File: src/rtl/mem_pkg.sv
// Shared definitions for the mem_param scratch RAM: FSM encoding, default geometry
// and the parity helper used when MEM_PARITY_EN is defined.
package mem_pkg;

    typedef enum logic {
        ST_CLEAR = 1'b0,
        ST_READY = 1'b1
    } state_t;

    localparam int DEF_WIDTH = 8;
    localparam int DEF_DEPTH = 16;

    // Callers zero-extend their word to this width; zeros do not change parity.
    localparam int PAR_MAX_W = 1024;

    // Even parity bit: XOR of all data bits.
    function automatic logic parity(input logic [PAR_MAX_W-1:0] d);
        return ^d;
    endfunction

endpackage

File: src/rtl/mem_clr_seq.sv
// Clear sequencer for mem_param: walks clr_ptr over every word after RESET or on
// request and holds busy high for exactly DEPTH cycles.
module mem_clr_seq
    import mem_pkg::*;
#(
    parameter int DEPTH  = DEF_DEPTH,
    parameter int ADDR_W = $clog2(DEPTH)
) (
    input  logic              CLK,
    input  logic              RESET,
    input  logic              start,
    output logic              busy,
    output logic [ADDR_W-1:0] clr_ptr
);

    localparam logic [ADDR_W-1:0] LAST = ADDR_W'(DEPTH - 1);

    state_t state;

    // Sweep FSM: one word cleared per cycle, READY once the last word is written.
    always_ff @(posedge CLK) begin
        if (RESET) begin
            state   <= ST_CLEAR;
            clr_ptr <= '0;
            busy    <= 1'b1;
        end else begin
            case (state)
                ST_CLEAR: begin
                    if (clr_ptr == LAST) begin
                        state   <= ST_READY;
                        clr_ptr <= '0;
                        busy    <= 1'b0;
                    end else begin
                        clr_ptr <= clr_ptr + ADDR_W'(1);
                    end
                end
                ST_READY: begin
                    if (start) begin
                        state   <= ST_CLEAR;
                        clr_ptr <= '0;
                        busy    <= 1'b1;
                    end
                end
            endcase
        end
    end

endmodule

File: src/rtl/mem_param.sv
// mem_param: parametrised synchronous scratch RAM with hardware clear, registered
// read and out-of-range detection.
// Optional feature macro: MEM_PARITY_EN (per-word even parity, Par_flip / Par_err).
module mem_param
    import mem_pkg::*;
#(
    parameter int WIDTH  = DEF_WIDTH,
    parameter int DEPTH  = DEF_DEPTH,
    parameter int ADDR_W = $clog2(DEPTH)
) (
    input  logic              CLK,
    input  logic              RESET,
    input  logic [WIDTH-1:0]  Mem_in,
    input  logic [ADDR_W-1:0] Address,
    input  logic              WE,
    input  logic              load,
    input  logic              OE,
    input  logic              Clear,
`ifdef MEM_PARITY_EN
    input  logic              Par_flip,
    output logic              Par_err,
`endif
    output logic [WIDTH-1:0]  Mem_out,
    output logic              Rd_valid,
    output logic              Busy,
    output logic              Addr_err
);

`ifdef MEM_PARITY_EN
    localparam int STORE_W = WIDTH + 1;
`else
    localparam int STORE_W = WIDTH;
`endif

    localparam logic [ADDR_W:0] DEPTH_L = (ADDR_W + 1)'(DEPTH);

    logic [STORE_W-1:0] mem [DEPTH];
    logic [ADDR_W-1:0]  clr_ptr;
    logic               clr_req, wr_req, rd_req, addr_ok, wr_go;
    logic [ADDR_W-1:0]  rd_idx;
    logic [STORE_W-1:0] wr_word, rd_word;

    mem_clr_seq #(
        .DEPTH  (DEPTH),
        .ADDR_W (ADDR_W)
    ) u_clr_seq (
        .CLK     (CLK),
        .RESET   (RESET),
        .start   (clr_req),
        .busy    (Busy),
        .clr_ptr (clr_ptr)
    );

    assign addr_ok = {1'b0, Address} < DEPTH_L;
    assign wr_go   = wr_req & addr_ok;
    // Keep the array index in range even when the request is out of range.
    assign rd_idx  = addr_ok ? Address : '0;
    assign rd_word = mem[rd_idx];

`ifdef MEM_PARITY_EN
    assign wr_word = {parity(PAR_MAX_W'(Mem_in)) ^ Par_flip, Mem_in};
`else
    assign wr_word = Mem_in;
`endif

    // Request arbitration: Clear > write (WE|load) > read; nothing accepted while busy.
    always_comb begin
        clr_req = 1'b0;
        wr_req  = 1'b0;
        rd_req  = 1'b0;
        if (!Busy) begin
            if (Clear) begin
                clr_req = 1'b1;
            end else if (WE || load) begin
                wr_req = 1'b1;
            end else if (OE) begin
                rd_req = 1'b1;
            end
        end
    end

    // Array write port: clear sweep while busy, else accepted in-range writes.
    always_ff @(posedge CLK) begin
        if (!RESET) begin
            if (Busy) begin
                mem[clr_ptr] <= '0;
            end else if (wr_go) begin
                mem[Address] <= wr_word;
            end
        end
    end

    // Read register and one-cycle status strobes.
    always_ff @(posedge CLK) begin
        if (RESET) begin
            Mem_out  <= '0;
            Rd_valid <= 1'b0;
            Addr_err <= 1'b0;
`ifdef MEM_PARITY_EN
            Par_err  <= 1'b0;
`endif
        end else begin
            Rd_valid <= 1'b0;
            Addr_err <= 1'b0;
`ifdef MEM_PARITY_EN
            Par_err  <= 1'b0;
`endif
            if (wr_req && !addr_ok) begin
                Addr_err <= 1'b1;
            end
            if (rd_req) begin
                Rd_valid <= 1'b1;
                if (addr_ok) begin
                    Mem_out <= rd_word[WIDTH-1:0];
`ifdef MEM_PARITY_EN
                    Par_err <= rd_word[WIDTH] != parity(PAR_MAX_W'(rd_word[WIDTH-1:0]));
`endif
                end else begin
                    Mem_out  <= '0;
                    Addr_err <= 1'b1;
                end
            end
        end
    end

endmodule
File: config.mk
export PLATFORM = sky130hd
export DESIGN_NAME = mem_param
export DESIGN_NICKNAME = d
export VERILOG_FILES = /design/src/rtl/mem_pkg.sv /design/src/rtl/mem_clr_seq.sv /design/src/rtl/mem_param.sv
export SDC_FILE = /design/constraint.sdc
export NUM_CORES = 1
export LEC_CHECK = 0
export BUFFER_PORTS_ARGS = -buffer_cell sky130_fd_sc_hd__clkbuf_2
export CORE_MARGIN = 2
export CORE_UTILIZATION = 60
export DETAILED_ROUTE_END_ITERATION = 8
export HOLD_SLACK_MARGIN = 0.03
export PLACE_DENSITY = 0.82
export SLEW_MARGIN = 25
export SYNTH_ARGS = -nofsm -noshare
export SYNTH_HDL_FRONTEND = slang
export SYNTH_SLANG_ARGS = --single-unit
File: constraint.sdc
create_clock -name CLK -period 3 [get_ports CLK]
set_clock_uncertainty 0.2 [all_clocks]
set_input_delay 0.3 -clock CLK [delete_from_list [all_inputs] [get_ports CLK]]
set_output_delay 0.3 -clock CLK [all_outputs]
set_load 0.02 [all_outputs]
==> results of run 1 <==
[power by group]
group / switching, uW / internal [uW]
Clock: 792 / 1100
Combinational: 93.6 / 80.7
Sequential: 11.2 / 2160
[path summary, 6_finish.rpt]
kind | from | endpoint | cells after the start
worst min register to register | Mem_out[7] | Mem_out[7] | 1
worst max register to register | u_clr_seq.busy | mem[10][4] | 4
worst max-delay path | RESET | mem[10][4] | 6
worst min-delay path | load | Mem_out[0] | 5
[cell families after synthesis]
| family | after synthesis |
|---|---|
| XOR/XNOR | 1 |
| multiplexers | 40 |
| buffers and inverters | 23 |
| other | 1 |
| adder cells (fa/ha/maj) | 1 |
| AND/OR/NAND/NOR | 78 |
| AO/OA/AOI/OAI | 39 |
| flip-flops | 143 |
[stage by stage]
step	utilization	hold WS (ns)	power, uW
floorplan	-	0.214	2340
global placement	0.655	0.248	2380
detailed placement	0.655	0.259	2390
CTS	0.719	0.234	4280
global route	0.719	0.293	4360
finish	0.719	0.265	4240
[Yosys cell counts, drive strengths merged]
master	n
mux4	32
buf	9
o211a	1
nor4b	2
o21bai	2
nand3	3
a21o	1
edfxtp	128
a31oi	6
dfxtp	15
xnor2	1
or2	2
nand2	5
and3	8
a21oi	12
conb	1
nor3	2
or3	1
a311oi	1
mux2i	8
nor2b	14
a211oi	2
o211ai	1
inv	4
clkbuf	9
a2111o	7
nand4bb	2
nand2b	5
a2bb2oi	1
ha	1
o21ai	5
nor2	30
nor4	2
clkinv	1
nor3b	2
[area by class of cell]
cell class,count,area [um2]
Tap cell,129,161
Multi-Input combinational cell,160,1530
Sequential cell,143,4140
Fill cell,555,2620
Clock buffer,19,422
Timing Repair Buffer,48,320
Clock inverter,13,115
Inverter,5,18.8
[flip-flops by register name, indices dropped and copies added, names as in the netlist]
register           flops
u_clr_seq.clr_ptr      4
u_clr_seq.state        1
Mem_out                8
mem                  128
u_clr_seq.busy         1
Rd_valid               1
[repair_timing]
item,in CTS,in global routing
endpoints found under the hold margin,7,0
hold buffers,6,0
gates resized for setup,0,0
[metal layers]
metal	track usage	share of wire	vias to the layer above
met5	0	0	-
met4	0.110	0.027	0
met3	0.0657	0.059	30
met2	0.412	0.51	163
met1	0.329	0.40	1597
li1	-	-	1399
[critical path, cell delays in order]
cell,delay (ns)
dlygate4sd3_1,0.54
clkbuf_2,0.23
or3_1,0.46
nor2_1,0.26
a31oi_1,0.20
nor2_1,0.64
==> impl_metrics.toml, run 1 <==
[timing]
hold_violations = 0
slew_violations = 0
min_period_ns = 2.68
slew_headroom = 0.481
max_freq_mhz = 373
setup_tns_ns = 0
final-setup-viol-count = 0
finalCritPeriodShare = 0.893
rsz0062_at_grt = "no"
worst_slack_ns = 0.321
max_slew.worst_pin.slew_ns = 0.778

[final_layout]
stdcell_count = 517
antenna_cells = 0
finish.instance_area_um2 = 6710
drive_gt1_frac = 0.271
layout_common_cells = "128 x edfxtp_1, 31 x mux4_2, 30 x nor2_1, 27 x clkbuf_2, 16 x clkbuf_16"
nets = 394
layout_commonest_cell = "edfxtp_1"
area_growth_pct = 15.6

[synth]
synthAdderAreaFrac = 0.00216
synth_top_family_by_area = "multiplexers"
synth_area_leader_cell = "edfxtp_1"
synth_area_per_cell_um2 = 17.8
ys_seq_area_frac = 0.714
syn_area_um2 = 5800
syn_inst = 326
synth_top_area_frac = 0.662
syn_nets = 345
synthMuxAreaShare = 0.139
yosys_register_bits = 143
synth-simple-area-share = 0.0729
synth_cell_types = 45
yosys-top-cells-area = "edfxtp_1 66%, mux4_2 12%, dfxtp_1 5.2%"
synth-warning-count = 0
synth-compound-area-share = 0.0472
synth_xor_area_frac = 0.00151

[cts]
cts-buffers-inserted = 17
cts_setup_buffers = 0
cts_tree = "done"
cts-root-buf = "clkbuf_8"
clock_latency_ns = 0.52
htreeDepth = 4
clock-sinks = 143
cts_max_path_buffers = 2
clk_pin_slew_ns = 0.06

[floorplanning]
rows = 35
io_pins = 29
dieArea_um2 = 10500
start_util = 0.622
die_h_um = 102
core_area_um2 = 9330
die_x_um = 102

[placed_design]
dp_cells = 479
pre_cts_slack_ns = 0.373
io_buffers = 27
place_hpwl_um = 7350
routabilityCongestion = 0.888
place_area_um2 = 6110

[run]
cap_violations = 0

[routing]
wl_um = 11800
vias_per_cell = 6.17
routed-via-count = 3189
drtAntennaViolNets = 0
drt-initial-drc-count = 283
wl_per_cell_um = 22.9
drc = 0
drtPass1Iterations = 5

[global_routing]
grt_antenna_before_repair = 0
overflow = 0
grt_pass1_wl_um = 18300
gr-usage-all-layers = 0.253
grt_pass1_vias = 3202
grt_start_max_net_pins = 29

[setup_path]
r2r_slack_ns = 0.48
critPathRequiredTime_ns = 2.94
end_kind = "flip-flop"
cp_max_fo = 14
crit_arrival_ns = 2.62
crit_type = "in -> reg"
cp-start-kind = "input pin"

[power]
p_leak_uw = 0.00243
power.density_nw_per_um2 = 632
max-vdd-ir-drop_uv = 548

[hold_path]
hp-class = "in -> reg"

[outcome]
status = "finished clean"
Power figures use the tool's default switching activity.
==> run 2, diff against run 1 <==
--- a/config.mk
+++ b/config.mk
@@ -14,4 +14,5 @@
 export SLEW_MARGIN = 25
 export SYNTH_ARGS = -nofsm -noshare
 export SYNTH_HDL_FRONTEND = slang
+export SYNTH_HIERARCHICAL = 1
 export SYNTH_SLANG_ARGS = --single-unit
==> run 2 against run 1 <==
Against the previous run: synthesized cell count decreased by 0.61%; critical path depth unchanged; sequential cell count unchanged; sequential share of layout area decreased by 1.9 points.
==> impl_metrics.toml, run 2 <==
[outcome]
status = "finished clean"

[timing]
slew_violations = 0
max_freq_mhz = 379
setup_tns_ns = 0
slew_headroom = 0.500
whs_ns = 0.196
worst_slack_ns = 0.360
min_period_ns = 2.64
rsz0062_at_grt = "no"
max_slew.worst_pin.slew_ns = 0.749
hold_violations = 0
finalCritPeriodShare = 0.880
final-setup-viol-count = 0

[routing]
wl_per_cell_um = 25.2
drc = 0
wl_um = 13100
drt-initial-drc-count = 533
drtPass1Iterations = 6
routed-via-count = 3521
drtAntennaViolNets = 0
vias_per_cell = 6.80

[power]
switching_share = 0.199
pwr-share-seq = 0.474
max-vdd-ir-drop_uv = 366
power.density_nw_per_um2 = 674
p_total_uw = 4670
p_leak_uw = 0.00217
pwr-share-comb = 0.047
p_switching_uw = 931
clock_power_share = 0.479
intPower_uw = 3740

[final_layout]
reg_top3 = "mem x128, Mem_out x8, u_clr_seq/clr_ptr x4"
layout_commonest_cell = "edfxtp_1"
regMostFlops = "mem"
stdcell_count = 518
drive_gt1_frac = 0.301
antenna_cells = 0
area_growth_pct = 17.7
layout_common_cells = "128 x edfxtp_1, 32 x mux4_2, 27 x clkbuf_2, 23 x buf_4, 21 x clkbuf_16"
n_fill_cell = 550
nets = 391
largest_reg_flops = 128

[floorplanning]
core_area_um2 = 9640
die_h_um = 103
dieArea_um2 = 10600
die_x_um = 103
start_util = 0.610
io_pins = 29
rows = 36

[setup_path]
critical_path_buf_inv_count = 3
cp-start-kind = "input pin"
reg2reg_depth = 4
crit_arrival_ns = 2.68
crit_type = "in -> reg"
r2r_slack_ns = 0.45
reg2reg_from = "u_clr_seq/busy"
cpPeakStageDelay_ns = 0.53
slowest_stage = "dlygate4sd3_1"
cp_max_fo = 12
crit_path_cell_trace = "dlygate4sd3_1 -> clkbuf_2 -> or3_4 -> or4_1 -> a221oi_1 -> buf_4"
reg2reg_to = "mem[0][6]"
critPathRequiredTime_ns = 3.04
end_kind = "flip-flop"
crit_family = "buffers and inverters"

[hold_path]
hp-class = "in -> reg"
min_to = "Rd_valid"
hold_depth = 3
min-delay-start = "OE"

[synth]
synth_top_area_frac = 0.654
synth.most_common_cell = "edfxtp_1"
synth_common_cells = "128 x edfxtp_1, 32 x mux4_2, 17 x nand4_1, 16 x a221oi_1, 15 x dfxtp_1"
syn_inst = 324
ys_seq_area_frac = 0.705
synth_edf_count = 128
syn_nets = 343
synthArstFlopShare = 0
synth_area_per_cell_um2 = 18.1
yosys-top-cells-area = "edfxtp_1 65%, mux4_2 12%, dfxtp_1 5.1%"
synth_cell_types = 44
synth-warning-count = 6
synth_area_leader_cell = "edfxtp_1"
yosys_most_used_dff = "edfxtp_1"
syn_area_um2 = 5880
yosys_register_bits = 143

[cts]
clock-sinks = 143
clk_pin_slew_ns = 0.06
clock_latency_ns = 0.53
cts_tree = "done"
cts-buffers-inserted = 17
htreeDepth = 4
cts-root-buf = "clkbuf_8"
cts_max_path_buffers = 2

[global_routing]
gr-usage-all-layers = 0.272
grt_start_max_net_pins = 31
grt_pass1_wl_um = 20100
grt_pass1_vias = 3421
grt_antenna_before_repair = 0
overflow = 0

[run]
cap_violations = 0

[placed_design]
routabilityCongestion = 0.878
pre_cts_slack_ns = 0.479
io_buffers = 27
dp_cells = 484
place_hpwl_um = 7890
-- run 2: tightest hold or removal path, stage by stage --
cell      delay (ns)
clkbuf_2        0.09
or3b_1          0.38
nor2_1          0.10
-- run 2: cell type report --
cell class / instances / area [um2] / share of cell area
clock inverter: 6 / 85.1 / 0.0123
tap: 133 / 166 / 0.0241
timing repair buffer: 52 / 328 / 0.0474
clock buffer: 26 / 564 / 0.0816
sequential: 143 / 4140 / 0.599
multi-input combinational: 157 / 1630 / 0.235
inverter: 1 / 3.75 / 0.000542
-- run 2: worst max path at each step --
| stage | start | end | slack [ns] | cells after the start |
|---|---|---|---|---|
| after CTS | RESET | mem[0][6] | 0.42 | 6 |
| after detailed placement | RESET | mem[0][6] | 0.48 | 5 |
| after global routing | RESET | mem[0][0] | 0.28 | 6 |
| after floorplan | u_clr_seq/busy | mem[0][0] | 0.27 | 4 |
| after global placement | RESET | mem[4][4] | 0.60 | 5 |
| final | RESET | mem[0][6] | 0.36 | 6 |
-- run 2: power groups by stage --
stage | combinational, uW | sequential, uW | clock [uW]
after floorplan | 143 | 2240 | 0
after global placement | 204 | 2250 | 0
after detailed placement | 210 | 2250 | 0
after CTS | 217 | 2210 | 2250
after global routing | 233 | 2210 | 2330
final | 221 | 2210 | 2230
-- run 2: repair_timing --
item                      in CTS  in global routing
hold endpoints to repair       7                  0
gates resized for setup        0                  0
setup buffers                  0                  0
hold buffers                   2                  0
-- run 2: per-layer routing --
metal  part of all wire  vias to the layer above  GRT usage
li1                   -                     1471          -
met1               0.39                     1726      0.371
met2               0.48                      266      0.417
met3              0.096                       58     0.0651
met4              0.042                        0      0.132
met5                  0                        -          0
-- run 2: cells by family after synthesis --
family / after synthesis / synth area share
AOI/OAI and AO/OA: 50 / 0.0651
adders and majority gates: 1 / 0.00213
other: 1 / 0.000638
muxes: 42 / 0.140
and+or+nand+nor: 62 / 0.0662
xor gates and xnor gates: 1 / 0.00149
DFF: 143 / 0.705
buffers and inverters: 24 / 0.0198
-- run 2: metrics by stage --
stage	area [um2]	utilization
6_report	6920	0.718
5_1_grt	6920	0.718
4_1_cts	6920	0.717
3_5_place_dp	6250	0.648
3_3_place_gp	6250	0.648
2_1_floorplan	5880	-
